<file path="config.mk">
export PLATFORM = sky130hd
export DESIGN_NAME = voice_allocator
export DESIGN_NICKNAME = d
export VERILOG_FILES = /design/src/rtl/synth_pkg.sv /design/src/rtl/ps2_make_break_parser.sv /design/src/rtl/voice_allocator.sv
export SDC_FILE = /design/constraint.sdc
export NUM_CORES = 1
export LEC_CHECK = 0
export ABC_AREA = 1
export BUFFER_PORTS_ARGS = -buffer_cell sky130_fd_sc_hd__buf_2
export CORE_MARGIN = 10
export CORE_UTILIZATION = 58
export CTS_BUF_LIST = sky130_fd_sc_hd__clkbuf_4 sky130_fd_sc_hd__clkbuf_8
export CTS_CLUSTER_DIAMETER = 80
export DETAILED_ROUTE_END_ITERATION = 12
export MAX_ROUTING_LAYER = met4
export PLACE_DENSITY = 0.82
export SLEW_MARGIN = 30
export SYNTH_ARGS = -nofsm -noshare
export SYNTH_HDL_FRONTEND = slang
export SYNTH_HIERARCHICAL = 1
export SYNTH_SLANG_ARGS = --single-unit
</file>
<file path="constraint.sdc">
create_clock -name CLOCK_50 -period 3.6 [get_ports CLOCK_50]
set_clock_uncertainty 0.2 [all_clocks]
set_input_delay 0.36 -clock CLOCK_50 [delete_from_list [all_inputs] [get_ports CLOCK_50]]
set_output_delay 0.36 -clock CLOCK_50 [all_outputs]
set_load 0.05 [all_outputs]
</file>
<file path="src/rtl/synth_pkg.sv">
// Shared scan-code constants, parser state encoding and the note-key decoder
// used by the polyphonic voice allocator.
package synth_pkg;

  localparam int unsigned NOTE_W = 4;
  localparam int unsigned OCT_W  = 3;

  localparam logic [7:0] SC_BREAK = 8'hF0;
  localparam logic [7:0] SC_EXT   = 8'hE0;
  localparam logic [7:0] SC_C     = 8'h1C;
  localparam logic [7:0] SC_CS    = 8'h1D;
  localparam logic [7:0] SC_D     = 8'h1B;
  localparam logic [7:0] SC_DS    = 8'h24;
  localparam logic [7:0] SC_E     = 8'h23;
  localparam logic [7:0] SC_F     = 8'h2B;
  localparam logic [7:0] SC_FS    = 8'h2C;
  localparam logic [7:0] SC_G     = 8'h34;
  localparam logic [7:0] SC_GS    = 8'h35;
  localparam logic [7:0] SC_A     = 8'h33;
  localparam logic [7:0] SC_AS    = 8'h3C;
  localparam logic [7:0] SC_B     = 8'h3B;

  typedef enum logic [1:0] {
    PS_IDLE    = 2'd0,
    PS_BRK     = 2'd1,
    PS_EXT     = 2'd2,
    PS_EXT_BRK = 2'd3
  } parse_state_e;

  typedef struct packed {
    logic              valid;
    logic [NOTE_W-1:0] note;
  } note_code_t;

  // Maps a scan code to a semitone 0=C..11=B; valid is low for non-note keys.
  function automatic note_code_t keycode_to_note(input logic [7:0] code);
    note_code_t r;
    r.valid = 1'b1;
    r.note  = '0;
    case (code)
      SC_C:    r.note = 4'd0;
      SC_CS:   r.note = 4'd1;
      SC_D:    r.note = 4'd2;
      SC_DS:   r.note = 4'd3;
      SC_E:    r.note = 4'd4;
      SC_F:    r.note = 4'd5;
      SC_FS:   r.note = 4'd6;
      SC_G:    r.note = 4'd7;
      SC_GS:   r.note = 4'd8;
      SC_A:    r.note = 4'd9;
      SC_AS:   r.note = 4'd10;
      SC_B:    r.note = 4'd11;
      default: r.valid = 1'b0;
    endcase
    return r;
  endfunction

endpackage

</file>
<file path="src/rtl/ps2_make_break_parser.sv">
// Turns the PS/2 byte stream into make/break events for the 12 note keys.
// Events are combinational in the strobe cycle so the allocator acts at the next edge.
module ps2_make_break_parser
  import synth_pkg::*;
(
  input  logic              clk,
  input  logic              rst_n,
  input  logic              key_pressed,
  input  logic [7:0]        key_data,
  output logic              make_evt,
  output logic              brk_evt,
  output logic [NOTE_W-1:0] note
);

  parse_state_e state_q, state_d;
  note_code_t   code;

  always_ff @(posedge clk or negedge rst_n) begin
    if (!rst_n) state_q <= PS_IDLE;
    else        state_q <= state_d;
  end

  // Extended-prefix sequences are swallowed whole so E0-prefixed keys never alias notes.
  always_comb begin
    state_d = state_q;
    if (key_pressed) begin
      case (state_q)
        PS_IDLE: begin
          if (key_data == SC_BREAK)    state_d = PS_BRK;
          else if (key_data == SC_EXT) state_d = PS_EXT;
          else                         state_d = PS_IDLE;
        end
        PS_EXT:  state_d = (key_data == SC_BREAK) ? PS_EXT_BRK : PS_IDLE;
        default: state_d = PS_IDLE;
      endcase
    end
  end

  always_comb begin
    code     = keycode_to_note(key_data);
    make_evt = key_pressed && (state_q == PS_IDLE) && code.valid;
    brk_evt  = key_pressed && (state_q == PS_BRK)  && code.valid;
    note     = code.note;
  end

endmodule

</file>
<file path="src/rtl/voice_allocator.sv">
// Polyphonic voice controller: assigns note keys to voices with LRU ranking.
// Define VOICE_ALLOC_STEAL_EN to steal the oldest voice when all are gated.
module voice_allocator
  import synth_pkg::*;
#(
  parameter int unsigned NUM_VOICES = 4,
  parameter int unsigned AGE_W      = $clog2(NUM_VOICES)
) (
  input  logic                        CLOCK_50,
  input  logic                        resetn,
  input  logic                        ps2_key_pressed,
  input  logic [7:0]                  ps2_key_data,
  input  logic [2:0]                  octave,
  output logic [NUM_VOICES-1:0]       voice_gate,
  output logic [4*NUM_VOICES-1:0]     voice_note,
  output logic [3*NUM_VOICES-1:0]     voice_octave,
  output logic [NUM_VOICES-1:0]       voice_trig,
  output logic                        steal
);

  logic              make_evt, brk_evt;
  logic [NOTE_W-1:0] evt_note;

  logic [NUM_VOICES-1:0] gate_q;
  logic [NUM_VOICES-1:0] trig_q;
  logic                  steal_q;
  logic [NOTE_W-1:0]     note_q [NUM_VOICES];
  logic [OCT_W-1:0]      oct_q  [NUM_VOICES];
  logic [AGE_W-1:0]      rank_q [NUM_VOICES];

  logic             hit, free_found, alloc_c, steal_c;
  logic [AGE_W-1:0] free_idx, lru_idx, target, tgt_rank;

  ps2_make_break_parser u_parser (
    .clk         (CLOCK_50),
    .rst_n       (resetn),
    .key_pressed (ps2_key_pressed),
    .key_data    (ps2_key_data),
    .make_evt    (make_evt),
    .brk_evt     (brk_evt),
    .note        (evt_note)
  );

  // Victim selection: repeat detection, lowest free voice and LRU voice.
  always_comb begin
    hit        = 1'b0;
    free_found = 1'b0;
    free_idx   = '0;
    lru_idx    = '0;
    for (int i = NUM_VOICES - 1; i >= 0; i--) begin
      if (!gate_q[i]) begin
        free_found = 1'b1;
        free_idx   = AGE_W'(i);
      end
    end
    for (int i = 0; i < NUM_VOICES; i++) begin
      if (gate_q[i] && (note_q[i] == evt_note) && (oct_q[i] == octave)) hit = 1'b1;
      if (rank_q[i] == AGE_W'(NUM_VOICES - 1)) lru_idx = AGE_W'(i);
    end
    target   = free_found ? free_idx : lru_idx;
    tgt_rank = rank_q[target];
`ifdef VOICE_ALLOC_STEAL_EN
    alloc_c = make_evt && !hit;
    steal_c = alloc_c && !free_found;
`else
    alloc_c = make_evt && !hit && free_found;
    steal_c = 1'b0;
`endif
  end

  // Note and octave are kept on release so the voice's release tail keeps its pitch.
  always_ff @(posedge CLOCK_50 or negedge resetn) begin
    if (!resetn) begin
      gate_q  <= '0;
      trig_q  <= '0;
      steal_q <= 1'b0;
      for (int i = 0; i < NUM_VOICES; i++) begin
        note_q[i] <= '0;
        oct_q[i]  <= '0;
        rank_q[i] <= AGE_W'(i);
      end
    end else begin
      trig_q  <= '0;
      steal_q <= steal_c;
      for (int i = 0; i < NUM_VOICES; i++) begin
        if (alloc_c && (target == AGE_W'(i))) begin
          gate_q[i] <= 1'b1;
          trig_q[i] <= 1'b1;
          note_q[i] <= evt_note;
          oct_q[i]  <= octave;
          rank_q[i] <= '0;
        end else begin
          if (alloc_c && (rank_q[i] < tgt_rank)) rank_q[i] <= rank_q[i] + AGE_W'(1);
          if (brk_evt && gate_q[i] && (note_q[i] == evt_note)) gate_q[i] <= 1'b0;
        end
      end
    end
  end

  for (genvar g = 0; g < NUM_VOICES; g++) begin : g_flat
    assign voice_note[4*g +: 4]   = note_q[g];
    assign voice_octave[3*g +: 3] = oct_q[g];
  end

  assign voice_gate = gate_q;
  assign voice_trig = trig_q;
  assign steal      = steal_q;

endmodule

</file>
======== Yosys cells after proc, flatten, opt, wreduce, memory -nomap -nowiden ========
Cells that the tools add are included.
cells by class
  $add $sub $neg .......................... 4
  magnitude comparators ................... 5
  equal/unequal tests ..................... 30
  muxes and demuxes ....................... 45
  bitwise operators ....................... 1
  reductions and logical operators ........ 42
operators by type and width
  cell                 number
  $eq 8x6->1 const B   9
  $pmux 4 s11          1
  $mux 2               20
  $logic_and 1x1->1    30
  $eq 8x5->1 const B   3
  $mux 1               22
  $eq 4x4->1           4
  $eq 8x8->1 const B   2
  $reduce_bool 2->1    8
  $eq 2x2->1 const B   6
  $eq 3x3->1           4
  $reduce_or 12->1     1
  $add 2x1->2 const B  4
  $lt 2x2->1           4
  $bmux 2 s2           1
  $eq 2x1->1 const B   2
  $logic_not 2->1      2
  $pmux 2 s2           1
  $ge 3x3->1 const B   1
  $not 2->3            1
  $logic_not 1->1      1
storage, ports and cells
  flip-flop bits (word level) ............. 46
  input bits .............................. 14
  output and inout bits ................... 37
  word-level logic and storage cells ...... 145

======== Depth between registers and ports, before layout ========
Gate-level depths: netlist of run 1.
  depth in word-level cells ............... 15
  gate-level depth with buffers ........... 18
  mapped depth without buffers ............ 18

======== Hierarchy ========
Netlist of run 1, hierarchy kept.
modules (own cells, without submodules)
  module                 instances  cells an instance  area each (sq um)  seq. area each (sq um)
  voice_allocator        1          323                2598.7             1106.1
  ps2_make_break_parser  1          83                 396.6              50.0

======== Least setup slack after synthesis of run 1 ========
No wires, ideal clock.
  path kind ............................... flip-flop to flip-flop
  from .................................... register gate_q[1] (netlist: voice_gate[1])
  to ...................................... register rank_q[7] in the netlist's numbering
  library setup time ...................... 0.117 ns
  arrival ................................. 2.353 ns
  required time ........................... 3.283 ns
  slack ................................... 0.929 ns
  stages on the path, launching flop included .. 16
  buffers on the path ..................... 0
  clock period less this slack ............ 2.671 ns
  cell sequence ........................... dfrtp_1 -> nand2_1 -> nor2_1 -> nand2_1 -> nand2_1 -> inv_1 -> nand2_1 -> inv_1 -> nand2_1 -> nand2_1 -> a221oi_1 -> ha_1 -> nand2_1 -> nand3_1 -> nand3_1 -> nand2_1
between the ends
  longest elaborated chain between the ends .. 10
  elaborated cells on any way between the ends .. 23
  those cells by class .................... 1 x order compare; 12 x mux; 1 x bitwise; 9 x reduce/logical
RTL lines
  what                                                                      RTL line                                      source
  start, declared                                                           voice_allocator.sv:24                         logic [NUM_VOICES-1:0] gate_q;
  start signal, assigned                                                    voice_allocator.sv:74                         gate_q <= '0;
  start signal, assigned by index                                           voice_allocator.sv:87                         gate_q[i] <= 1'b1;
  $mux 2, or another cell as far along (2 in series)                        voice_allocator.sv:51                         if (!gate_q[i]) begin
  $mux 2 / $mux 1 (equally long branches)                                   voice_allocator.sv:60, voice_allocator.sv:57
  $not 2->3 (implied by the code) / $mux 1 (equally long branches)          voice_allocator.sv:61, voice_allocator.sv:57
  $bmux 2 s2 / $mux 1 (equally long branches)                               voice_allocator.sv:61, voice_allocator.sv:57
  $mux 2 (implied by the code) / $logic_not 1->1 (equally long branches)    voice_allocator.sv:61, voice_allocator.sv:66
  $mux 2 (implied by the code) / $logic_and 1x1->1 (equally long branches)  voice_allocator.sv:61, voice_allocator.sv:66
  $lt 2x2->1 / $logic_and 1x1->1 (equally long branches)                    voice_allocator.sv:93, voice_allocator.sv:66
  $logic_and 1x1->1 (on tied branches)                                      voice_allocator.sv:93, voice_allocator.sv:86
  $reduce_bool 2->1 (no source line) / $mux 2 (equally long branches)       --
  end signal, assigned by index                                             voice_allocator.sv:80                         rank_q[i] <= AGE_W'(i);
  end, declared                                                             voice_allocator.sv:29                         logic [AGE_W-1:0] rank_q [NUM_VOICES];
Several ways; a longest one is shown, not always the timed one. The select of a mux whose other input is x is not followed.
A chain may end at the register's enable or synchronous reset.

======== Final worst setup path of run 1 ========
  from .................................... register rank_q[3] in the netlist's numbering
  to ...................................... register rank_q[2] in the netlist's numbering
between the ends
  longest elaborated chain between the ends .. 11
  elaborated cells on any way between the ends .. 14
  those cells by class .................... 1 x order compare; 2 x eq/ne; 7 x mux; 1 x bitwise; 3 x reduce/logical
RTL lines
  what                                        RTL line               source
  $eq 2x2->1                                  voice_allocator.sv:58  if (rank_q[i] == AGE_W'(NUM_VOICES - 1)) lru_idx = AGE_W'(i);
  $mux 2 (2 in series)                        voice_allocator.sv:58
  $mux 2                                      voice_allocator.sv:60  target = free_found ? free_idx : lru_idx;
  $not 2->3 (implied by the code)             voice_allocator.sv:61  tgt_rank = rank_q[target];
  $bmux 2 s2                                  voice_allocator.sv:61
  $mux 2 (implied by the code) (2 in series)  voice_allocator.sv:61
  $lt 2x2->1                                  voice_allocator.sv:93  if (alloc_c && (rank_q[i] < tgt_rank)) rank_q[i] <= rank_q[i] + AGE_W'(1);
  $logic_and 1x1->1                           voice_allocator.sv:93
  $reduce_bool 2->1 (no source line)          --
Several ways; a longest one is shown, not always the timed one. The select of a mux whose other input is x is not followed.

==> run metrics, run 1 <==
critical path class reg -> reg; Global Route Usage Sum 18.0%; cell type group with the largest total delay on the critical path simple AND/OR/NAND/NOR gates; worst-skew pair later-pin latency 0.30 ns; Initial DRC Count 284; unrepaired setup endpoints after global routing false; cell area after technology mapping 3000 um2; Net Sw Frac 39.5%; first-pass GRT wire length 12500 um; I/O pin cnt 51; dpl cells 517; count of mapped cells out of synthesis 406; reg-to-reg slack, setup 0.54 ns; Peak Freq 0.327 GHz; areal power density over the cells 501 nW/um2; clock buffers created by TritonCTS 5; post-route minimum period 3.06 ns; worst r2r src rank_q[3]; number of buffers between clock root and the deepest sink 2; post-detailed-route count of antenna-violating nets 0; sequential group share of total power 36.7%; proportion of synthesized flip-flops having asynchronous set or reset 100%; core area 5040 um2; Total Routed Length 7200 um; cell seen most often among critical-path stages sky130_fd_sc_hd__nand2_1; final core utilization 67.7%; clock transition at the register clock pins on the worst setup and hold paths after CTS 0.09 ns; post_cts resized 0; initial antenna violation count 0; CTS sink cnt 46; capturing point of the worst reg2reg path rank_q[2]; flip-flop and latch count after synthesis 46; fraction of final layout cells sized beyond drive strength 1 21.5%; Fillers 415; Mapped Nets 427; top fanout value on the critical path 5; post-route fraction of the period consumed by the critical path 85.1%; flip-flop cell with the highest count after synthesis sky130_fd_sc_hd__dfrtp_1; count of buffering cells on the critical path with inverters included 3; data arrival time of the worst path 3.06 ns; endpoints failing setup 0; Root Driver sky130_fd_sc_hd__clkbuf_8; number of H-tree branching levels 2; hold-critical path endpoint u_parser/state_q[1]; Fin. Hold Viols 0; via count of the first global-routing pass 2784; filler-free cell count of the finished design 526; maximum capacitance violations 0; fraction of synthesized cell area taken by the top area cell type 35.1%; overall die area 8440 um2; initial core utilization 59.4%; most common cell in the synthesized netlist sky130_fd_sc_hd__nand2_1; type of the tightest min-delay check in -> reg; hold wc startpoint ps2_key_pressed; synthesis-to-layout area growth 14.0%; vias per cell 5.30; Net Sw Power 0.677 mW; Gate power share 35.4%; die width 91.9 um; number of flops mapped to enable cells by yosys 0; fin. max-slew vios 0; master of the slowest instance on the critical path sky130_fd_sc_hd__dfstp_2; post-detailed-route wirelength per cell 13.7 um; y dimension of the die 91.9 um; total number of yosys warnings 6; worst path cell trace ha_1 > inv_1 > a21oi_1 > nand2_1 > nand2_1 > inv_1 > nand2_1 > inv_1 > nand2_1 > nand2_1 > a221oi_1 > ha_1 > nand2_1 > nand3_1 > nand3_1 > nand2_1; number of I/O port buffers 49; HPWL after detailed placement 5380 um; Syn Area/Cell 7.38 um2; post-CTS setup buffer count 0; area leader, netlist sky130_fd_sc_hd__dfrtp_1; transition time at the pin with the least slew margin 0.581 ns; Crit. path cell count 16; outcome completed; depth of the worst register-to-register path 16; Crit. End Element flip-flop; weighted congestion at the end of routability-driven global placement 1.01; launching element type of the critical path flip-flop; final antenna diode count 0; VDD IR-drop max 0.450 mV; final-layout setup total negative slack 0 ns; pin count of the biggest net entering global routing 47; sequential fraction of the synthesis area 38.6%; clock network fraction of total power 27.8%; leading cell types by total area after synthesis sky130_fd_sc_hd__dfrtp_1 (35%), sky130_fd_sc_hd__nand2_1 (17%), sky130_fd_sc_hd__inv_1 (6.5%); most numerous cell types in the synthesized netlist sky130_fd_sc_hd__nand2_1 (133), sky130_fd_sc_hd__inv_1 (52), sky130_fd_sc_hd__dfrtp_1 (42), sky130_fd_sc_hd__nand3_1 (33), sky130_fd_sc_hd__nor2_1 (29); sum of overflow across all layers after global routing 0; synth unique cells 34; DRC violations left 0; clock tree from TritonCTS yes; Internal 1.03 mW; hold path depth 3; CP Data Required Time 3.60 ns; Std-Cell Rows 26; post-layout net count 476; DR vias 2790; leakage 1.87 nW; highest cell delay on the worst timing path 0.57 ns; Relative slew margins 61.3%; Pre-antenna DRT Iters 5
## how the worst max path moves through the flow
| stage | start | to | slack [ns] |
|---|---|---|---|
| finish | rank_q[3] | rank_q[2] | 0.54 |
| CTS | rank_q[3] | rank_q[2] | 0.57 |
| global placement | ps2_key_data[6] | voice_octave[8] | 0.72 |
| detailed placement | rank_q[3] | rank_q[2] | 0.67 |
| floorplan | voice_gate[1] | rank_q[7] | 0.93 |
| global route | rank_q[3] | rank_q[2] | 0.26 |
## power groups by stage
stage               sequential (mW)  combinational [mW]  clock (mW)
floorplan                     0.754               0.335           0
global placement              0.636               0.574           0
detailed placement            0.637               0.591           0
CTS                           0.628               0.601       0.481
global route                  0.636               0.675       0.508
finish                        0.629               0.607       0.477
## kinds of logic (layout without fill, tap and decap cells)
family,after synthesis,after routing,synth area share [%]
xor+xnor,14,14,4.09
buf+inv,67,117,9.65
simple gates,230,230,35.5
flops,46,46,38.6
fa+ha+maj,7,7,2.92
compound gates,41,41,9.11
other cells,1,1,0.125
## what timing repair did
item | 4_1_cts | 5_1_grt
endpoints found under the setup margin | 0 | 0
endpoints found under the hold margin | 42 | 0
hold buffers | 1 | 0
## layer usage
metal / part of all wire (%) / vias up / GRT usage [%] / routed length (um)
met4: 1.8 / 0 / 5.91 / 127
li1: - / 1389 / - / -
met5: 0 / - / - / 0
met1: 46 / 1286 / 22.5 / 3290
met2: 46 / 104 / 28.2 / 3280
met3: 6.9 / 11 / 4.24 / 500
## layout by cell type, fill, tap and decap left out, drive strengths merged
cell,count
buf,49
nand2,137
o21ai,29
xnor2,9
clkbuf,6
bufinv,2
conb,1
inv,59
o22ai,1
nor4,3
nand3,39
a21oi,8
ha,7
nand4,10
dfstp,4
nor3,5
xor2,5
dfrtp,42
a221oi,1
nor2,33
a31oi,2
or2,2
nand3b,1
dlygate4sd3,1
## worst reg2reg max path, cell delays in order, from the launching register on
cell,delay (ns)
sky130_fd_sc_hd__dfstp_2,0.57
sky130_fd_sc_hd__ha_1,0.17
sky130_fd_sc_hd__inv_1,0.05
sky130_fd_sc_hd__a21oi_1,0.13
sky130_fd_sc_hd__nand2_1,0.11
sky130_fd_sc_hd__nand2_1,0.19
sky130_fd_sc_hd__inv_1,0.10
sky130_fd_sc_hd__nand2_1,0.07
sky130_fd_sc_hd__inv_1,0.07
sky130_fd_sc_hd__nand2_1,0.07
sky130_fd_sc_hd__nand2_1,0.05
sky130_fd_sc_hd__a221oi_1,0.46
sky130_fd_sc_hd__ha_1,0.34
sky130_fd_sc_hd__nand2_1,0.12
sky130_fd_sc_hd__nand3_1,0.11
sky130_fd_sc_hd__nand3_1,0.09
sky130_fd_sc_hd__nand2_1,0.06
## area by class of cell
cell class,count,area (um2),share of cell area [%]
flip-flops and latches,46,1160,33.8
clock buffers,6,82.6,2.42
repair buffers,50,258,7.55
multi-input cells,293,1550,45.4
inverters,59,221,6.48
well taps,70,87.6,2.56
clock inverters,2,60.1,1.76
## state kept, by name, indices dropped and copies added, names as in the netlist
signal and flops:
voice_note 16, voice_octave 12, rank_q 8, voice_gate 4
voice_trig 4, u_parser/state_q 2
## metrics by stage
| step | instance area [um2] | worst slack [ns] | power (mW) | hold WS, ns |
|---|---|---|---|---|
| 2_1_floorplan | 3000 | 0.929 | 1.09 | -0.136 |
| 3_3_place_gp | 3260 | 0.724 | 1.21 | 0.284 |
| 3_5_place_dp | 3260 | 0.673 | 1.23 | 0.202 |
| 4_1_cts | 3420 | 0.567 | 1.71 | 0.102 |
| 5_1_grt | 3420 | 0.259 | 1.82 | 0.129 |
| 6_report | 3420 | 0.538 | 1.71 | 0.105 |
Note: power is estimated with default switching activity, not from simulation.
==> run 2: changes to the inputs <==
==> constraint.sdc (replaced) <==
create_clock -name CLOCK_50 -period 3.6 [get_ports CLOCK_50]
set_clock_uncertainty 0.2 [all_clocks]
set_input_delay 0.72 -clock CLOCK_50 [delete_from_list [all_inputs] [get_ports CLOCK_50]]
set_output_delay 0.72 -clock CLOCK_50 [all_outputs]
set_load 0.05 [all_outputs]
==> run metrics, run 2 (synthesis gave the netlist of run 1 again) <==
areal power density over the cells 462 nW/um2 (-7.7%); overall die area 8440 um2 (unchanged); area after detailed placement 3260 um2 (unchanged); count of buffering cells on the critical path with inverters included 3 (unchanged); first-pass GRT wire length 12200 um (-2.5%); endpoints failing setup 0 (unchanged); Global Route Usage Sum 17.7% (-0.36 points); fraction of final layout cells sized beyond drive strength 1 21.5% (+0.047 points); final non-filler cell area 3350 um2 (-1.8%); Relative slew margins 61.5% (+0.22 points); core area 5040 um2 (unchanged); outcome completed; HPWL after detailed placement 5560 um (+3.2%); worst path cell trace buf_2 > inv_1 > nand2_1 > nor2_1 > nand2_1 > nand4_1 > nand3b_1 > inv_2 > nand2_1 > nand3_1 > nor2_1 > nand3_2 > nand3_1 > nor2_1 > nand3_1 > nand3_1 > nand2_1; clock buffers created by TritonCTS 5 (unchanged); capturing point of the worst reg2reg path rank_q[6]; master of the slowest instance on the critical path sky130_fd_sc_hd__nand3b_1; highest cell delay on the worst timing path 0.31 ns (-0.26 ns); final antenna diode count 0 (unchanged); post-CTS setup buffer count 0 (unchanged); reg-to-reg slack, setup 0.58 ns (+0.04 ns); number of H-tree branching levels 2 (unchanged); via count of the first global-routing pass 2788 (+0.14%); Fillers 429 (+3.4%); VDD IR-drop max 0.380 mV (-16%); y dimension of the die 91.9 um (unchanged); sum of overflow across all layers after global routing 0 (unchanged); Root Driver sky130_fd_sc_hd__clkbuf_8; worst r2r src rank_q[1]; worst-skew pair later-pin latency 0.31 ns (about the same); met2 WL post-DR 3420 um (+4.3%); final-layout setup total negative slack 0 ns (unchanged); cell type group with the largest total delay on the critical path simple AND/OR/NAND/NOR gates; post-detailed-route wirelength per cell 13.9 um (+1.5%); I/O pin cnt 51 (unchanged); launching element type of the critical path input pin; fin. max-slew vios 0 (unchanged); post_cts resized 0 (unchanged); depth of the worst register-to-register path 10 (-6); weighted congestion at the end of routability-driven global placement 0.911 (-9.6%); initial antenna violation count 0 (unchanged); Crit. End Element flip-flop; clock tree from TritonCTS yes; synthesis-to-layout area growth 11.9%; leakage 1.83 nW (-1.7%); DRC violations left 0 (unchanged); post-detailed-route count of antenna-violating nets 0 (unchanged); most frequent standard cell in the layout excluding fill and tap cells sky130_fd_sc_hd__nand2_1; maximum capacitance violations 0 (unchanged); Initial DRC Count 221 (-22%); unrepaired setup endpoints after global routing false; Peak Freq 0.327 GHz (+0.18%); type of the tightest min-delay check in -> async; highest routed layer met4; number of buffers between clock root and the deepest sink 2 (unchanged); post-route minimum period 3.06 ns (-0.00563 ns); post-route fraction of the period consumed by the critical path 84.9% (-0.16 points); Pre-antenna DRT Iters 4 (-1); flip-flop count of the largest register, all copies and words added 16 (unchanged); pin count of the biggest net entering global routing 47 (unchanged); CP Data Required Time 3.60 ns (about the same); initial core utilization 59.4% (unchanged); die width 91.9 um (unchanged); Fin. Hold Viols 0 (unchanged); hold buffer count at CTS 0 (-1); top fanout value on the critical path 8 (+3); Std-Cell Rows 26 (unchanged); leading cell types in the layout, fill and taps excluded sky130_fd_sc_hd__nand2_1 (133), sky130_fd_sc_hd__inv_1 (52), sky130_fd_sc_hd__buf_2 (48), sky130_fd_sc_hd__dfrtp_1 (42), sky130_fd_sc_hd__nand3_1 (33); CTS sink cnt 46 (unchanged); clock transition at the register clock pins on the worst setup and hold paths after CTS 0.09 ns (about the same); number of I/O port buffers 49 (unchanged); vias per cell 5.30 (-0.13%); Post-Route M1 WL 3190 um (-3.0%); critical path class in -> reg; DR vias 2781 (-0.32%); post-layout net count 475 (-0.21%); Met3 Routed Length 541 um (+8.2%); Total Routed Length 7290 um (+1.3%); transition time at the pin with the least slew margin 0.577 ns (-0.00335 ns); data arrival time of the worst path 3.05 ns (about the same)
==> run 2: power by group <==
part	internal [mW]	switching, mW
clock network	0.137	0.189
registers	0.577	0.0513
logic	0.161	0.435
==> run 2: cell type report <==
class	count	area, um2	share of cell area [%]
Tap cell	70	87.6	2.61
Sequential cell	46	1160	34.5
Clock inverter	3	21.3	0.634
Clock buffer	5	68.8	2.05
Timing Repair Buffer	49	248	7.39
Inverter	59	221	6.60
Multi-Input combinational cell	293	1550	46.2
==> run 2: layer usage <==
layer	global-route usage, %	vias to the layer above
met3	4.16	13
li1	-	1382
met1	20.4	1289
met4	6.43	0
met2	29.4	97
met5	-	-
==> run 2: per-stage QoR <==
| step | worst slack (ns) | power [mW] | util (%) | hold slack [ns] | std cells |
|---|---|---|---|---|---|
| final | 0.544 | 1.55 | 66.5 | 0.203 | 525 |
| after global routing | 0.334 | 1.65 | 66.5 | 0.246 | 525 |
| after CTS | 0.597 | 1.56 | 66.5 | 0.223 | 525 |
| after detailed placement | 0.277 | 1.23 | 64.7 | 0.285 | 517 |
| after global placement | 0.385 | 1.21 | 64.7 | 0.282 | 517 |
| after floorplan | 0.832 | 1.09 | - | 0.224 | 406 |
==> run 2: worst reg2reg max path: stages, from the launching register on <==
cell and delay, ns:
sky130_fd_sc_hd__dfstp_2 0.57, sky130_fd_sc_hd__ha_1 0.20, sky130_fd_sc_hd__inv_1 0.05, sky130_fd_sc_hd__a31oi_1 0.43
sky130_fd_sc_hd__nor2_1 0.17, sky130_fd_sc_hd__a221oi_1 0.59, sky130_fd_sc_hd__ha_1 0.34, sky130_fd_sc_hd__nand2_1 0.11
sky130_fd_sc_hd__nand3_1 0.11, sky130_fd_sc_hd__nand3_1 0.09, sky130_fd_sc_hd__nand2_1 0.07
==> run 2: how the worst max path moves through the flow <==
| stage | from | endpoint | slack, ns | cells past startpoint |
|---|---|---|---|---|
| floorplan | ps2_key_data[6] | rank_q[5] | 0.83 | 18 |
| global placement | ps2_key_data[4] | rank_q[2] | 0.39 | 16 |
| detailed placement | ps2_key_data[0] | rank_q[6] | 0.28 | 17 |
| CTS | ps2_key_data[0] | rank_q[6] | 0.60 | 17 |
| global route | ps2_key_data[6] | rank_q[7] | 0.33 | 18 |
| finish | ps2_key_data[0] | rank_q[6] | 0.54 | 17 |
==> run 3: changes to the inputs <==
--- a/config.mk
+++ b/config.mk
@@ -8,12 +8,12 @@
 export ABC_AREA = 1
 export BUFFER_PORTS_ARGS = -buffer_cell sky130_fd_sc_hd__buf_2
 export CORE_MARGIN = 10
-export CORE_UTILIZATION = 58
+export CORE_UTILIZATION = 53
 export CTS_BUF_LIST = sky130_fd_sc_hd__clkbuf_4 sky130_fd_sc_hd__clkbuf_8
 export CTS_CLUSTER_DIAMETER = 80
 export DETAILED_ROUTE_END_ITERATION = 12
 export MAX_ROUTING_LAYER = met4
-export PLACE_DENSITY = 0.82
+export PLACE_DENSITY = 0.79
 export SLEW_MARGIN = 30
 export SYNTH_ARGS = -nofsm -noshare
 export SYNTH_HDL_FRONTEND = slang
==> constraint.sdc (replaced) <==
create_clock -name CLOCK_50 -period 2.8 [get_ports CLOCK_50]
set_clock_uncertainty 0.2 [all_clocks]
set_input_delay 0.56 -clock CLOCK_50 [delete_from_list [all_inputs] [get_ports CLOCK_50]]
set_output_delay 0.56 -clock CLOCK_50 [all_outputs]
set_load 0.05 [all_outputs]
==> run metrics, run 3 (synthesis gave the netlist of run 1 again) <==
outcome completed; Root Driver sky130_fd_sc_hd__clkbuf_8; pin count of the biggest net entering global routing 20 (-57%); top fanout value on the critical path 6 (-2); Crit. End Element flip-flop; Crit. path cell count 14 (-3); die width 95.2 um (+3.6%); sum of overflow across all layers after global routing 0 (unchanged); overall die area 9060 um2 (+7.3%); weighted congestion at the end of routability-driven global placement 0.904 (-0.78%); endpoints failing setup 0 (unchanged); master of the slowest instance on the critical path sky130_fd_sc_hd__dfstp_2; minimum setup slack after placement -0.223 ns (-0.500 ns); final core utilization 68.4% (+1.9 points); flip-flop count of the largest register, all copies and words added 16 (unchanged); Global Route Usage Sum 17.6% (-0.12 points); crit path setup slack, layout 0.114 ns (-0.430 ns); fraction of final layout cells sized beyond drive strength 1 30.0% (+8.4 points); y dimension of the die 95.2 um (+3.6%); type of the tightest min-delay check in -> reg; I/O pin cnt 51 (unchanged); areal power density over the cells 586 nW/um2 (+27%); Fillers 455 (+6.1%); core area 5510 um2 (+9.2%); post-route fraction of the period consumed by the critical path 95.9%; launching element type of the critical path flip-flop; cell type group with the largest total delay on the critical path simple AND/OR/NAND/NOR gates; Initial DRC Count 210 (-5.0%); number of buffers between clock root and the deepest sink 2 (unchanged); post-layout net count 514 (+8.2%); post-detailed-route count of antenna-violating nets 0 (unchanged); area after detailed placement 3490 um2 (+6.9%); fin. max-slew vios 0 (unchanged); number of H-tree branching levels 2 (unchanged); vias per cell 5.22 (-1.4%); Total Routed Length 8260 um (+13%); worst path cell trace ha_1 > inv_1 > a31oi_2 > buf_4 > nand2_1 > inv_2 > nand2_1 > nand2_1 > a221oi_2 > buf_4 > ha_1 > nor3_1 > nand4_1 > nand2_1; synthesis-to-layout area growth 25.7%; count of buffering cells on the critical path with inverters included 4 (+1); depth of the worst register-to-register path 14 (+4); post-detailed-route wirelength per cell 14.6 um (+5.1%); via count of the first global-routing pass 2753 (-1.3%); maximum capacitance violations 0 (unchanged); WHS 0.280 ns (+0.0771 ns); DRC violations left 0 (unchanged); final non-filler cell area 3760 um2 (+12%); clock transition at the register clock pins on the worst setup and hold paths after CTS 0.09 ns (about the same); worst-skew pair later-pin latency 0.31 ns (about the same); initial core utilization 54.4% (-5.0 points); leading cell types in the layout, fill and taps excluded sky130_fd_sc_hd__nand2_1 (131), sky130_fd_sc_hd__inv_1 (51), sky130_fd_sc_hd__buf_2 (49), sky130_fd_sc_hd__dfrtp_1 (42), sky130_fd_sc_hd__buf_4 (34); most frequent standard cell in the layout excluding fill and tap cells sky130_fd_sc_hd__nand2_1; VDD IR-drop max 0.433 mV (+14%); critical path class reg -> reg; DR vias 2957 (+6.3%); clock tree from TritonCTS yes; total power draw 2.21 mW (+42%); leakage 2.03 nW (+11%); HPWL after detailed placement 5800 um (+4.5%); highest cell delay on the worst timing path 0.57 ns (+0.26 ns); post-route minimum period 2.69 ns; initial antenna violation count 0 (unchanged); Std-Cell Rows 27 (+3.8%); final-layout setup total negative slack 0 ns (unchanged); Fin. Hold Viols 0 (unchanged); final antenna diode count 0 (unchanged); cell seen most often among critical-path stages sky130_fd_sc_hd__nand2_1; CP Data Required Time 2.85 ns (-0.75 ns); Peak Freq 0.372 GHz; clock buffers created by TritonCTS 5 (unchanged); data arrival time of the worst path 2.73 ns (-0.32 ns); hold path depth 3; filler-free cell count of the finished design 566 (+7.8%); first-pass GRT wire length 12400 um (+2.2%); dpl cells 549 (+6.2%); CTS sink cnt 46 (unchanged); number of I/O port buffers 49 (unchanged); Pre-antenna DRT Iters 5 (+1)
-- run 3: changes by cell type in the layout (fill, tap and decap cells not counted), sizes merged --
cell         before  now
clkinv            2    0
clkbuf            5    6
nand3            39   42
buf              49   84
bufinv            0    1
dlygate4sd3       0    1
-- run 3: cell type report --
type / instances / area [um2] / area share (%)
multi-input cells: 296 / 1650 / 43.8
flip-flops and latches: 46 / 1160 / 30.7
repair buffers: 85 / 531 / 14.1
inverters: 59 / 226 / 6.02
well taps: 72 / 90.1 / 2.39
clock buffers: 6 / 76.3 / 2.03
clock inverters: 2 / 37.5 / 0.997
-- run 3: where the power goes --
part | switching, mW | internal, mW | leakage (nW)
combinational | 0.625 | 0.256 | 1.36
clock | 0.240 | 0.276 | 0.0548
sequential | 0.0655 | 0.742 | 0.611
-- run 3: layer usage --
layer | share of wire (%) | GRT usage (%) | vias up
met4 | 1.5 | 4.49 | 0
li1 | - | - | 1476
met3 | 7.1 | 4.40 | 16
met5 | 0 | - | -
met1 | 44 | 21.8 | 1359
met2 | 47 | 27.9 | 106
-- run 3: repair_timing --
action / CTS / global route
endpoints found under the setup margin: 0 / 44
setup buffers: 0 / 5
gates resized for setup: 0 / 19
hold buffers: 1 / 0
hold endpoints to repair: 11 / 0
-- run 3: path summary, 6_finish.rpt --
check,startpoint,endpoint,slack (ns)
max,rank_q[1],rank_q[2],0.11
min,ps2_key_pressed,u_parser/state_q[1],0.28
max reg2reg,rank_q[1],rank_q[2],0.11
min reg2reg,rank_q[0],rank_q[0],0.30
max in group asynchronous,resetn,rank_q[3],1.30
min in group asynchronous,resetn,voice_trig[1],0.49
-- run 3: worst register-to-register path: cells and delay by family, from the launching register on --
kind                     cells  cell delay (ns)
AND/OR/NAND/NOR              6             0.75
flip-flops                   1             0.57
buffers and inverters        4             0.53
adder cells (fa/ha/maj)      2             0.37
AO/OA/AOI/OAI                2             0.21
